<file path="config.mk">
export PLATFORM = sky130hd
export DESIGN_NAME = uart_top
export DESIGN_NICKNAME = d
export VERILOG_FILES = /design/src/rtl/uart_top.sv
export SDC_FILE = /design/constraint.sdc
export NUM_CORES = 1
export LEC_CHECK = 0
export ABC_AREA = 1
export BUFFER_PORTS_ARGS = -buffer_cell sky130_fd_sc_hd__clkbuf_2
export CORE_ASPECT_RATIO = 1.75
export CORE_UTILIZATION = 30
export DETAILED_ROUTE_END_ITERATION = 6
export GPL_TIMING_DRIVEN = 0
export HOLD_SLACK_MARGIN = 0.12
export PLACE_DENSITY = 0.43
export SLEW_MARGIN = 10
export SYNTH_ARGS = -nofsm -noshare
export SYNTH_HDL_FRONTEND = slang
export SYNTH_SLANG_ARGS = --single-unit
</file>
<file path="constraint.sdc">
create_clock -name clk -period 2.4 [get_ports clk]
set_input_delay 0.24 -clock clk [delete_from_list [all_inputs] [get_ports clk]]
set_output_delay 0.24 -clock clk [all_outputs]
set_load 0.05 [all_outputs]
</file>
<file path="src/rtl/uart_top.sv">
// Full-duplex 8N1 UART: a free-running baud strobe generator plus independent
// transmit and receive state machines that advance once per baud tick.
module uart_top #(
    parameter int clk_freq  = 1000000,
    parameter int baud_rate = 9600
) (
    input  logic       clk,
    input  logic       rst,
    input  logic       rx,
    input  logic [7:0] dintx,
    input  logic       newd,
    output logic       tx,
    output logic [7:0] doutrx,
    output logic       donetx,
    output logic       donerx,
    output logic       tx_busy,
    output logic       rx_busy
);

    localparam int CLKCOUNT = clk_freq / baud_rate;
    localparam int HALF     = (CLKCOUNT / 2 > 1) ? CLKCOUNT / 2 : 1;
    localparam int CW       = (HALF > 1) ? $clog2(HALF) : 1;
    localparam logic [CW-1:0] HALF_M1 = CW'(HALF - 1);

    typedef enum logic [1:0] {
        TX_IDLE,
        TX_START,
        TX_DATA,
        TX_STOP
    } tx_state_e;

    typedef enum logic {
        RX_IDLE,
        RX_DATA
    } rx_state_e;

    // Baud generator: free-running from power-up, deliberately outside reset
    logic [CW-1:0] bcnt_q = '0;
    logic          uclk_q = 1'b0;
    logic          uclk;
    logic          tick;

    always_ff @(posedge clk) begin
        if (bcnt_q == HALF_M1) begin
            bcnt_q <= '0;
            uclk_q <= ~uclk_q;
        end else begin
            bcnt_q <= bcnt_q + 1'b1;
        end
    end

    assign uclk = uclk_q;
    assign tick = (bcnt_q == HALF_M1) && !uclk_q;

    // Two-flop synchroniser on the asynchronous serial input
    logic [1:0] rx_sync_q = 2'b11;
    logic       rx_s;

    always_ff @(posedge clk) begin
        rx_sync_q <= {rx_sync_q[0], rx};
    end

    assign rx_s = rx_sync_q[1];

    // Transmitter
    tx_state_e  tx_state_q, tx_state_d;
    logic       tx_q, tx_d;
    logic       donetx_q, donetx_d;
    logic       tx_busy_q, tx_busy_d;
    logic [2:0] tx_cnt_q, tx_cnt_d;
    logic [7:0] tx_sh_q, tx_sh_d;

    always_comb begin
        tx_state_d = tx_state_q;
        tx_d       = tx_q;
        donetx_d   = donetx_q;
        tx_busy_d  = tx_busy_q;
        tx_cnt_d   = tx_cnt_q;
        tx_sh_d    = tx_sh_q;
        case (tx_state_q)
            TX_IDLE: begin
                tx_d = 1'b1;
                if (newd) begin
                    tx_sh_d    = dintx;
                    tx_d       = 1'b0;
                    tx_busy_d  = 1'b1;
                    tx_state_d = TX_START;
                end
            end
            TX_START: begin
                tx_d       = tx_sh_q[0];
                tx_sh_d    = {1'b0, tx_sh_q[7:1]};
                tx_cnt_d   = 3'd0;
                tx_state_d = TX_DATA;
            end
            TX_DATA: begin
                if (tx_cnt_q == 3'd7) begin
                    tx_d       = 1'b1;
                    donetx_d   = 1'b1;
                    tx_state_d = TX_STOP;
                end else begin
                    tx_d     = tx_sh_q[0];
                    tx_sh_d  = {1'b0, tx_sh_q[7:1]};
                    tx_cnt_d = tx_cnt_q + 3'd1;
                end
            end
            TX_STOP: begin
                tx_d       = 1'b1;
                donetx_d   = 1'b0;
                tx_busy_d  = 1'b0;
                tx_state_d = TX_IDLE;
            end
            default: begin
                tx_d       = 1'b1;
                donetx_d   = 1'b0;
                tx_busy_d  = 1'b0;
                tx_state_d = TX_IDLE;
            end
        endcase
    end

    always_ff @(posedge clk) begin
        if (!rst) begin
            tx_state_q <= TX_IDLE;
            tx_q       <= 1'b1;
            donetx_q   <= 1'b0;
            tx_busy_q  <= 1'b0;
            tx_cnt_q   <= 3'd0;
        end else if (tick) begin
            tx_state_q <= tx_state_d;
            tx_q       <= tx_d;
            donetx_q   <= donetx_d;
            tx_busy_q  <= tx_busy_d;
            tx_cnt_q   <= tx_cnt_d;
        end
    end

    always_ff @(posedge clk) begin
        if (tick) begin
            tx_sh_q <= tx_sh_d;
        end
    end

    // Receiver: one sample per tick, stop bit is not checked
    rx_state_e  rx_state_q, rx_state_d;
    logic       donerx_q, donerx_d;
    logic       rx_busy_q, rx_busy_d;
    logic [2:0] rx_cnt_q, rx_cnt_d;
    logic [7:0] rx_sh_q, rx_sh_d;
    logic [7:0] doutrx_q, doutrx_d;

    always_comb begin
        rx_state_d = rx_state_q;
        donerx_d   = 1'b0;
        rx_busy_d  = rx_busy_q;
        rx_cnt_d   = rx_cnt_q;
        rx_sh_d    = rx_sh_q;
        doutrx_d   = doutrx_q;
        case (rx_state_q)
            RX_IDLE: begin
                if (!rx_s) begin
                    rx_busy_d  = 1'b1;
                    rx_cnt_d   = 3'd0;
                    rx_state_d = RX_DATA;
                end
            end
            RX_DATA: begin
                rx_sh_d = {rx_s, rx_sh_q[7:1]};
                if (rx_cnt_q == 3'd7) begin
                    doutrx_d   = {rx_s, rx_sh_q[7:1]};
                    donerx_d   = 1'b1;
                    rx_busy_d  = 1'b0;
                    rx_state_d = RX_IDLE;
                end else begin
                    rx_cnt_d = rx_cnt_q + 3'd1;
                end
            end
            default: begin
                rx_busy_d  = 1'b0;
                rx_state_d = RX_IDLE;
            end
        endcase
    end

    always_ff @(posedge clk) begin
        if (!rst) begin
            rx_state_q <= RX_IDLE;
            donerx_q   <= 1'b0;
            rx_busy_q  <= 1'b0;
            rx_cnt_q   <= 3'd0;
            doutrx_q   <= 8'd0;
        end else if (tick) begin
            rx_state_q <= rx_state_d;
            donerx_q   <= donerx_d;
            rx_busy_q  <= rx_busy_d;
            rx_cnt_q   <= rx_cnt_d;
            doutrx_q   <= doutrx_d;
        end
    end

    always_ff @(posedge clk) begin
        if (tick) begin
            rx_sh_q <= rx_sh_d;
        end
    end

    assign tx      = tx_q;
    assign donetx  = donetx_q;
    assign tx_busy = tx_busy_q;
    assign doutrx  = doutrx_q;
    assign donerx  = donerx_q;
    assign rx_busy = rx_busy_q;

endmodule

</file>
==> key figures, run 1 <==
Timing
  • Final hold slack: 0.2124 ns
  • Fin. max-slew vios: 0
  • Final period util: 0.8199
  • Setup violators final: 0
  • Max-Slew Margin vs Limit: 0.5168
  • Hold Vio Cnt, Final: 0
  • Max frequency: 508.2 MHz
  • Worst Skew: between 0.003 and 0.004 ns
  • Least-Margin Pin Slew: 0.7235 ns
  • Minimum clock period: 1.968 ns
  • Min setup slack post-route: 0.4323 ns
  • Unrepaired setup endpoints after global routing: false

Finish
  • Share of cells above drive strength 1: 0.1950
  • Most frequent cells in the layout: 72 x nand2_1, 46 x nor2_1, 30 x dfxtp_1
  • Most common library cell in the layout ignoring fill and taps: nand2_1
  • Diodes inserted: 0
  • Footprint of the multi-input gates: 852.1 µm²
  • Final nets: approximately 300
  • Reg area: 1081 µm²
  • Syn-to-layout area delta: 19.17%
  • FILL cells: 747

Synth
  • Synthesized cell area: 2108 µm²
  • Top cells by area, synth: dfxtp_1 28%, edfxtp_1 23%, nand2_1 13%, nor2_1 8.2%, ha_1 5.3%
  • Synth unique cells: 28
  • Post-synthesis mux area share: 0
  • Adder-cell share of the synthesized area: 0.05341
  • Syn Inst Count: 250
  • Combinational family with the most area after synthesis: simple AND/OR/NAND/NOR gates
  • Dominant cell type by area after synthesis: dfxtp_1
  • Synth Area in Simple Gates: 0.3021
  • Post-synthesis sequential area ratio: 0.5128
  • Post-Synth XOR/XNOR Area: 0.008309
  • Share of the synthesized area in the top cell type: 0.2849
  • Mapped Nets: 271
  • Synth Register Bits: 46
  • Synth warn: 0
  • Avg Synthesized Cell Area: around 8.4 µm²
  • Synth Area in Compound Gates: 0.03798

Power and ir drop
  • Sw frac: 0.2303
  • Comb pwr share: 0.075
  • Switching power: a little over 400 µW
  • Power Density: 699.6 nW/µm²
  • Flop pwr share: 0.468
  • Internal power: 1353 µW
  • Total power: 1758 µW
  • VDD IR-drop max: 0.4310 mV
  • Pleak: between 0.001 and 0.0015 µW
  • Clock power frac: 0.457

CTS
  • Worst-path clk slew: approximately 0.070 ns
  • H-tree depth: 2
  • Maximum clock insertion buffer count: 2
  • CTS tree: yes
  • Setup Fix Bufs, Post-CTS: 0
  • CTS buffer count: 5
  • Clk root buf: clkbuf_16
  • TritonCTS Sinks: 46
  • Clk Latency, worst-skew pair: 0.29 ns

Floorplan
  • Die Area: 7380 µm²
  • Die Wd: between 60 and 70 µm
  • Initial cell density of the core: 0.3097
  • Core Region: around 7000 µm²
  • Die Ht: around 110 µm
  • Io pins: 25
  • Cell row count: 40

Critical path
  • Crit path capture type: flop
  • Crit path max fanout: 10
  • Crit path largest cell delay: 0.62 ns
  • FF-to-FF setup slack: 0.43 ns
  • CP Class: reg2reg
  • Critical path, cell by cell: inv_1, ha_1, buf_2, nand2_1, inv_1, a211oi_2
  • Critical Path RT: 2.32 ns
  • CP dominant cell by count: inv_1
  • Crit start category: flop
  • Worst path slowest cell: a211oi_2
  • Crit path arrival time: between 1.5 and 2 ns

Global routing
  • Gr ovfl total: 0
  • Largest net degree at the start of global routing: 16
  • Vias in the first global route: 1602
  • Initial antenna violation count: 0
  • First-pass GRT wire length: 7.155 mm
  • Total track usage: 0.1302

Drt
  • Drt via density: 4.268
  • Antenna Nets Post-Route: 0
  • Post-route DRC violation count: 0
  • Routed met1 length: 1.649 mm
  • Metal3 WL: 127 µm
  • WL per Instance: 11.11 µm
  • Pre-antenna DRT Iters: 2
  • DR vias: about 1600
  • Highest routing layer actually used: met4
  • Detailed Route Iter0 Violations: 23
  • Total wire length: approximately 4.1 mm
  • WL met2: 2.192 mm

Min path
  • Hold WC Path Type: in2reg

Job
  • Max-cap viol count: 0

Place
  • Buffers on Ports: 23
  • Placement Setup Slack: -0.01963 ns
  • Routability cong.: 0.7330
  • Final HPWL DP: between 3 and 4 mm

Status
  • Status: finished clean
==> power groups by stage <==
stage               clock (µW)  combinational, µW  sequential, µW
floorplan                    0               84.5             850
global placement             0                131             840
detailed placement           0                131             841
CTS                        826                134             823
global route               858                152             824
finish                     804                131             823
==> final timing paths <==
kind / to / start / cells after the start
worst min-delay path: tx_sh_q[3] / dintx[3] / 3
worst min register to register: rx_sync_q[1] / rx_sync_q[0] / 0
worst max-delay path: tx_sh_q[6] / tx_state_q[0] / 6
worst max register to register: tx_sh_q[6] / tx_state_q[0] / 6
==> kinds of logic after synthesis <==
kind of cell,Yosys count
AO/OA/AOI/OAI,12
flip-flops,46
buffers and inverters,39
XOR/XNOR,2
adder cells (fa/ha/maj),9
AND/OR/NAND/NOR,142
==> synth_stat cells <==
master and count:
nand4_4 1, or2_2 1, buf_6 3, nor2_1 46
nor2_4 2, nor2_2 2, nand3_2 2, o21ai_0 4
a21o_1 1, ha_1 9, clkbuf_8 1, o21ai_4 1
a21oi_1 4, nand3_1 8, nand2_2 2, nand3_4 1
buf_2 1, nand4_1 4, nor3_4 1, nand2_1 72
inv_2 4, dfxtp_1 30, xor2_1 2, clkbuf_1 1
edfxtp_1 16, a211oi_1 1, inv_1 29, a21oi_2 1
==> per-layer routing <==
layer  vias up  global-route usage
met5         -                   0
met4         0             0.06522
met3         7             0.03528
met2        21              0.2412
met1       702              0.1271
li1        832                   -
==> cell type report <==
| cell class | count | area share |
|---|---|---|
| multi-input combinational | 165 | 0.3391 |
| clock inverter | 3 | 0.01743 |
| tap | 84 | 0.04183 |
| buffer | 6 | 0.02241 |
| clock buffer | 5 | 0.04980 |
| sequential | 46 | 0.4303 |
| inverter | 33 | 0.04930 |
| timing repair buffer | 24 | 0.04980 |
==> state kept, by name, indices dropped and copies added (netlist names) <==
register	flops
tx_cnt_q	3
donetx	1
tx_state_q	2
donerx	1
tx	1
tx_sh_q	8
rx_state_q	1
uclk	1
doutrx	8
bcnt_q	6
rx_busy	1
rx_sync_q	2
tx_busy	1
rx_cnt_q	3
rx_sh_q	7
==> critical path, delay by kind of cell, from the launching register on <==
| family | cells | cell delay (ns) |
|---|---|---|
| buf+inv | 3 | 0.31 |
| compound gates | 1 | 0.62 |
| fa+ha+maj | 1 | 0.19 |
| simple gates | 1 | 0.09 |
| flops | 1 | 0.38 |
==> metrics by stage <==
stage          utilization  cell area, µm²  setup TNS [ns]  std cells
6_report            0.3691            2512               0        366
2_1_floorplan            -            2108               0        250
3_5_place_dp        0.3421            2328         -0.1533        357
3_3_place_gp        0.3421            2328         -0.3102        357
5_1_grt             0.3691            2512               0        366
4_1_cts             0.3691            2512               0        366
==> timing repair <==
action	in CTS	in global routing
endpoints found under the hold margin	1	0
setup endpoints to repair	8	0
hold buffers	1	0
resized for setup	1	0
No activity file was read; power rests on OpenSTA's default activity.
==> inputs of run 2 (changes only) <==
==> constraint.sdc (replaced) <==
create_clock -name clk -period 2 [get_ports clk]
set_input_delay 0.2 -clock clk [delete_from_list [all_inputs] [get_ports clk]]
set_output_delay 0.2 -clock clk [all_outputs]
set_load 0.05 [all_outputs]
==> key figures, run 2 (synthesized netlist as in run 1, its figures left out) <==
Place
  • Placement Setup Slack: -0.4196 ns (was -0.01963 ns)
  • Final HPWL DP: 3.042 mm (unchanged)
  • Placed cell count: 357 (unchanged)
  • Buffers on Ports: 23 (unchanged)
  • Routability cong.: 0.7330 (unchanged)
  • Area after DPL: 2328 µm² (unchanged)

Status
  • Status: finished clean (unchanged)

Finish
  • Final std cells w/o fill: 367 (was 366)
  • Most frequent cells in the layout: 72 x nand2_1, 46 x nor2_1, 30 x dfxtp_1 (unchanged)
  • Diodes inserted: 0 (unchanged)
  • Most common library cell in the layout ignoring fill and taps: nand2_1 (unchanged)
  • Share of cells above drive strength 1: 0.1979 (was 0.1950)
  • Post-layout instance area: 2540 µm² (was 2512 µm²)
  • Final nets: 303 (was 302)
  • Syn-to-layout area delta: 20.47% (was 19.17%)

Global routing
  • Vias in the first global route: 1605 (was 1602)
  • Initial antenna violation count: 0 (unchanged)
  • First-pass GRT wire length: 7.224 mm (was 7.155 mm)
  • Gr ovfl total: 0 (unchanged)
  • Largest net degree at the start of global routing: 16 (unchanged)
  • Total track usage: 0.1315 (was 0.1302)

Critical path
  • Critical Path End: rx_sh_q[4] (was tx_sh_q[6])
  • Crit path arrival time: 1.73 ns (was 1.89 ns)
  • FF-to-FF setup slack: 0.20 ns (was 0.43 ns)
  • CP Class: reg2reg (unchanged)
  • R2r endpoint: rx_sh_q[4] (was tx_sh_q[6])
  • RR Startpoint: bcnt_q[0] (was tx_state_q[0])
  • Critical path launch point: bcnt_q[0] (was tx_state_q[0])
  • Worst path slowest cell: nor2_1 (was a211oi_2)
  • Crit path max fanout: 7 (was 10)
  • CP dominant cell by count: nand2_2 (was inv_1)
  • Crit path max-delay family: simple AND/OR/NAND/NOR gates (was compound AO/OA/AOI/OAI gates)
  • Crit start category: flop (unchanged)
  • Worst path depth: 5 (was 6)
  • Critical path, cell by cell: ha_1, nand2_2, nor2_4, nand2_2, nor2_1 (was inv_1, ha_1, buf_2, nand2_1, inv_1, a211oi_2)
  • Critical Path RT: 1.93 ns (was 2.32 ns)
  • Crit path largest cell delay: 0.48 ns (was 0.62 ns)
  • Worst r2r path cells: 5 (was 6)
  • Buf/Inv on CP: 0 (was 3)
  • Crit path capture type: flop (unchanged)

Floorplan
  • Initial cell density of the core: 0.3097 (unchanged)
  • Die Wd: 65.37 µm (unchanged)
  • Die Area: 7380 µm² (unchanged)
  • Cell row count: 40 (unchanged)
  • Core Region: 6807 µm² (unchanged)
  • Die Ht: 112.9 µm (unchanged)
  • Io pins: 25 (unchanged)

Timing
  • Worst Skew: 0.004060 ns (was 0.003133 ns)
  • Minimum clock period: 1.804 ns (was 1.968 ns)
  • Max-Slew Margin vs Limit: 0.6141 (was 0.5168)
  • Unrepaired setup endpoints after global routing: false (unchanged)
  • Max frequency: 554.2 MHz (was 508.2 MHz)
  • Fin. max-slew vios: 0 (unchanged)
  • Hold Vio Cnt, Final: 0 (unchanged)
  • Min setup slack post-route: 0.1956 ns (was 0.4323 ns)
  • Setup violators final: 0 (unchanged)
  • Least-Margin Pin Slew: 0.5767 ns (was 0.7235 ns)
  • Final period util: 0.9022 (was 0.8199)

CTS
  • TritonCTS Sinks: 46 (unchanged)
  • H-tree depth: 2 (unchanged)
  • Worst-path clk slew: 0.07 ns (about the same)
  • CTS tree: yes (unchanged)
  • CTS buffer count: 5 (unchanged)
  • Maximum clock insertion buffer count: 2 (unchanged)
  • Clk Latency, worst-skew pair: 0.29 ns (about the same)
  • Clk root buf: clkbuf_16 (unchanged)

Power and ir drop
  • Power Density: 831.7 nW/µm² (was 699.6 nW/µm²)
  • Pleak: 0.001208 µW (was 0.001200 µW)
  • Total power: 2112 µW (was 1758 µW)
  • VDD IR-drop max: 0.5191 mV (was 0.4310 mV)

Drt
  • DR vias: 1571 (was 1562)
  • Drt via density: 4.281 (was 4.268)
  • WL per Instance: 11.16 µm (was 11.11 µm)
  • Detailed Route Iter0 Violations: 22 (was 23)
  • Pre-antenna DRT Iters: 4 (was 2)
  • Total wire length: 4.096 mm (was 4.065 mm)
  • Post-route DRC violation count: 0 (unchanged)
  • Antenna Nets Post-Route: 0 (unchanged)

Job
  • Max-cap viol count: 0 (unchanged)

Min path
  • Hold WC Path Type: in2reg (unchanged)
==> run 2: what timing repair did <==
item	in CTS	in global routing
setup buffers	0	1
hold endpoints to repair	1	0
endpoints found under the setup margin	8	8
pin swaps	0	1
hold buffers	1	0
gates resized for setup	2	0
==> run 2: worst min path at each step <==
stage | from | end | slack (ns) | cells past startpoint
3_3_place_gp | rx | rx_sync_q[0] | 0.30 | 1
5_1_grt | dintx[0] | tx_sh_q[0] | 0.18 | 3
6_report | dintx[3] | tx_sh_q[3] | 0.17 | 3
2_1_floorplan | rx | rx_sync_q[0] | 0.23 | 0
4_1_cts | dintx[0] | tx_sh_q[0] | 0.16 | 3
3_5_place_dp | rx | rx_sync_q[0] | 0.30 | 1
==> run 2: power by group <==
group | switching [µW] | internal, µW | total (µW)
registers | 7.68 | 980 | 988
clock network | 372 | 592 | 965
logic | 109 | 51.5 | 160
total | 489 | 1620 | 2110
==> run 2: area by class of cell <==
cell class | instances | area (µm²)
fill | 748 | 4267
sequential | 46 | 1081
multi-input combinational | 165 | 859.6
timing repair buffer | 25 | 145.1
clock buffer | 5 | 125.1
inverter | 33 | 123.9
tap | 84 | 105.1
buffer | 6 | 56.30
clock inverter | 3 | 43.79
==> run 2: through the flow <==
step | TNS [ns] | hold WS (ns) | utilization
4_1_cts | 0 | 0.1649 | 0.3702
6_report | 0 | 0.1710 | 0.3732
2_1_floorplan | 0 | 0.2277 | -
5_1_grt | 0 | 0.1785 | 0.3732
3_5_place_dp | -3.353 | 0.3050 | 0.3421
3_3_place_gp | -3.510 | 0.3020 | 0.3421
==> run 2: worst reg2reg max path, cell delays in order (launching register included) <==
cell,delay [ns]
dfxtp_1,0.35
ha_1,0.22
nand2_2,0.12
nor2_4,0.14
nand2_2,0.13
nor2_1,0.49
==> run 2: routing by layer <==
layer / up-vias / share of wire / GRT usage
met5: - / 0 / 0
met4: 0 / 0.023 / 0.06522
met3: 7 / 0.031 / 0.03528
met2: 21 / 0.54 / 0.2433
met1: 707 / 0.40 / 0.1291
li1: 836 / - / -
==> inputs of run 3 (changes only) <==
--- a/config.mk
+++ b/config.mk
@@ -13,6 +13,7 @@
 export GPL_TIMING_DRIVEN = 0
 export HOLD_SLACK_MARGIN = 0.12
 export PLACE_DENSITY = 0.43
+export SETUP_SLACK_MARGIN = 0.3
 export SLEW_MARGIN = 10
 export SYNTH_ARGS = -nofsm -noshare
 export SYNTH_HDL_FRONTEND = slang
==> key figures, run 3 (synthesized netlist as in run 1, its figures left out) <==
Drt
  • Pre-antenna DRT Iters: 3 (was 4)
  • Post-route DRC violation count: 0 (unchanged)
  • WL per Instance: 11.32 µm (was 11.16 µm)
  • DR vias: 1568 (was 1571)
  • Detailed Route Iter0 Violations: 52 (was 22)
  • Drt via density: 4.238 (was 4.281)
  • Total wire length: 4.187 mm (was 4.096 mm)
  • Antenna Nets Post-Route: 0 (unchanged)

CTS
  • CTS buffer count: 5 (unchanged)
  • Clk root buf: clkbuf_16 (unchanged)
  • TritonCTS Sinks: 46 (unchanged)
  • Maximum clock insertion buffer count: 2 (unchanged)
  • Worst-path clk slew: 0.06 ns (was 0.07 ns)
  • Clk Latency, worst-skew pair: 0.29 ns (about the same)
  • CTS tree: yes (unchanged)
  • H-tree depth: 2 (unchanged)

Global routing
  • Vias in the first global route: 1537 (was 1605)
  • Total track usage: 0.1283 (was 0.1315)
  • Gr ovfl total: 0 (unchanged)
  • Largest net degree at the start of global routing: 15 (was 16)
  • First-pass GRT wire length: 7.038 mm (was 7.224 mm)
  • Initial antenna violation count: 0 (unchanged)

Critical path
  • Worst path slowest cell: dfxtp_2 (was nor2_1)
  • Crit path capture type: flop (unchanged)
  • Critical Path RT: 2.01 ns (was 1.93 ns)
  • RR Startpoint: tx_state_q[0] (was bcnt_q[0])
  • Buf/Inv on CP: 2 (was 0)
  • Critical Path End: tx_sh_q[3] (was rx_sh_q[4])
  • Crit path arrival time: 1.63 ns (was 1.73 ns)
  • Critical path, cell by cell: inv_1, ha_1, nand2_2, nand4_1, a211oi_4, buf_12 (was ha_1, nand2_2, nor2_4, nand2_2, nor2_1)
  • Crit start category: flop (unchanged)
  • R2r endpoint: tx_sh_q[3] (was rx_sh_q[4])
  • Worst path depth: 6 (was 5)
  • FF-to-FF setup slack: 0.37 ns (was 0.20 ns)
  • Crit path max fanout: 8 (was 7)
  • CP Class: reg2reg (unchanged)
  • Crit path largest cell delay: 0.36 ns (was 0.48 ns)
  • Worst r2r path cells: 6 (was 5)
  • Crit path max-delay family: flip-flops (was simple AND/OR/NAND/NOR gates)
  • Critical path launch point: tx_state_q[0] (was bcnt_q[0])

Min path
  • Min-delay src: dintx[2] (was dintx[3])
  • Hold path depth: 3 (unchanged)
  • Hold WC Path Type: in2reg (unchanged)

Floorplan
  • Die Wd: 65.37 µm (unchanged)
  • Io pins: 25 (unchanged)
  • Initial cell density of the core: 0.3097 (unchanged)
  • Die Area: 7380 µm² (unchanged)
  • Die Ht: 112.9 µm (unchanged)
  • Core Region: 6807 µm² (unchanged)
  • Cell row count: 40 (unchanged)

Timing
  • Fin. max-slew vios: 0 (unchanged)
  • Unrepaired setup endpoints after global routing: false (unchanged)
  • Least-Margin Pin Slew: 0.3918 ns (was 0.5767 ns)
  • Minimum clock period: 1.628 ns (was 1.804 ns)
  • Max frequency: 614.3 MHz (was 554.2 MHz)
  • Final period util: 0.8139 (was 0.9022)
  • Worst Skew: 0.004517 ns (was 0.004060 ns)
  • Max-Slew Margin vs Limit: 0.7380 (was 0.6141)
  • TNS Setup: 0 ns (unchanged)
  • Final hold slack: 0.1798 ns (was 0.1710 ns)
  • Min setup slack post-route: 0.3722 ns (was 0.1956 ns)
  • Hold Vio Cnt, Final: 0 (unchanged)
  • Setup violators final: 0 (unchanged)

Power and ir drop
  • Power Density: 806.6 nW/µm² (was 831.7 nW/µm²)
  • Pleak: 0.001217 µW (was 0.001208 µW)
  • VDD IR-drop max: 0.4407 mV (was 0.5191 mV)

Finish
  • Fin util: 0.3805 (was 0.3732)
  • Share of cells above drive strength 1: 0.2343 (was 0.1979)
  • Most common library cell in the layout ignoring fill and taps: nand2_1 (unchanged)
  • Most frequent cells in the layout: 70 x nand2_1, 44 x nor2_1, 29 x inv_1 (was 72 x nand2_1, 46 x nor2_1, 30 x dfxtp_1)
  • Syn-to-layout area delta: 22.85% (was 20.47%)
  • Final nets: 306 (was 303)
  • Diodes inserted: 0 (unchanged)

Job
  • Max-cap viol count: 0 (unchanged)

Place
  • Routability cong.: 0.7081 (was 0.7330)
  • Buffers on Ports: 23 (unchanged)
  • Final HPWL DP: 3.012 mm (was 3.042 mm)
  • Placement Setup Slack: 0.002965 ns (was -0.4196 ns)

Status
  • Status: finished clean (unchanged)
## run 3: how the worst min path moves through the flow
stage	end
5_1_grt	tx_sh_q[3]
2_1_floorplan	rx_sync_q[0]
4_1_cts	tx_sh_q[3]
6_report	tx_sh_q[2]
3_5_place_dp	rx_sync_q[0]
3_3_place_gp	rx_sync_q[0]
## run 3: final cells by class
| cell class | instances | area (µm²) |
|---|---|---|
| Clock inverter | 2 | 37.54 |
| Timing Repair Buffer | 28 | 167.7 |
| Fill cell | 758 | 4217 |
| Tap cell | 84 | 105.1 |
| Inverter | 33 | 123.9 |
| Multi-Input combinational cell | 165 | 882.1 |
| Sequential cell | 46 | 1085 |
| Clock buffer | 6 | 128.9 |
| Buffer | 6 | 60.06 |
## run 3: metal layers
layer  track usage  wire [µm]  vias to the layer above
met5             0          0                        -
met4       0.06812        119                        0
met3       0.03327        127                        8
met2        0.2337       2225                       22
met1        0.1284       1715                      695
li1              -          -                      843
## run 3: timing repair
action / CTS / global route
endpoints found under the hold margin: 1 / 0
endpoints found under the setup margin: 23 / 27
gates resized for setup: 7 / 7
pin swaps: 2 / 4
buffers inserted: 2 / 2
hold buffers: 1 / 0
## run 3: through the flow
| step | total power [µW] | instance area (µm²) | cells |
|---|---|---|---|
| after CTS | 2123 | 2560 | 368 |
| final | 2089 | 2590 | 370 |
| after global routing | 2179 | 2590 | 370 |
| after floorplan | 1123 | 2113 | 250 |
| after global placement | 1166 | 2333 | 357 |
| after detailed placement | 1168 | 2333 | 357 |
## run 3: power by group
part	switching [µW]	internal, µW
clock network	346	590
registers	7.48	981
logic	110	55.1
## run 3: worst register-to-register path: stages (launching register included)
cell and delay [ns]:
dfxtp_2 0.36, inv_1 0.06, ha_1 0.23, nand2_2 0.10, nand4_1 0.18, a211oi_4 0.25, buf_12 0.16
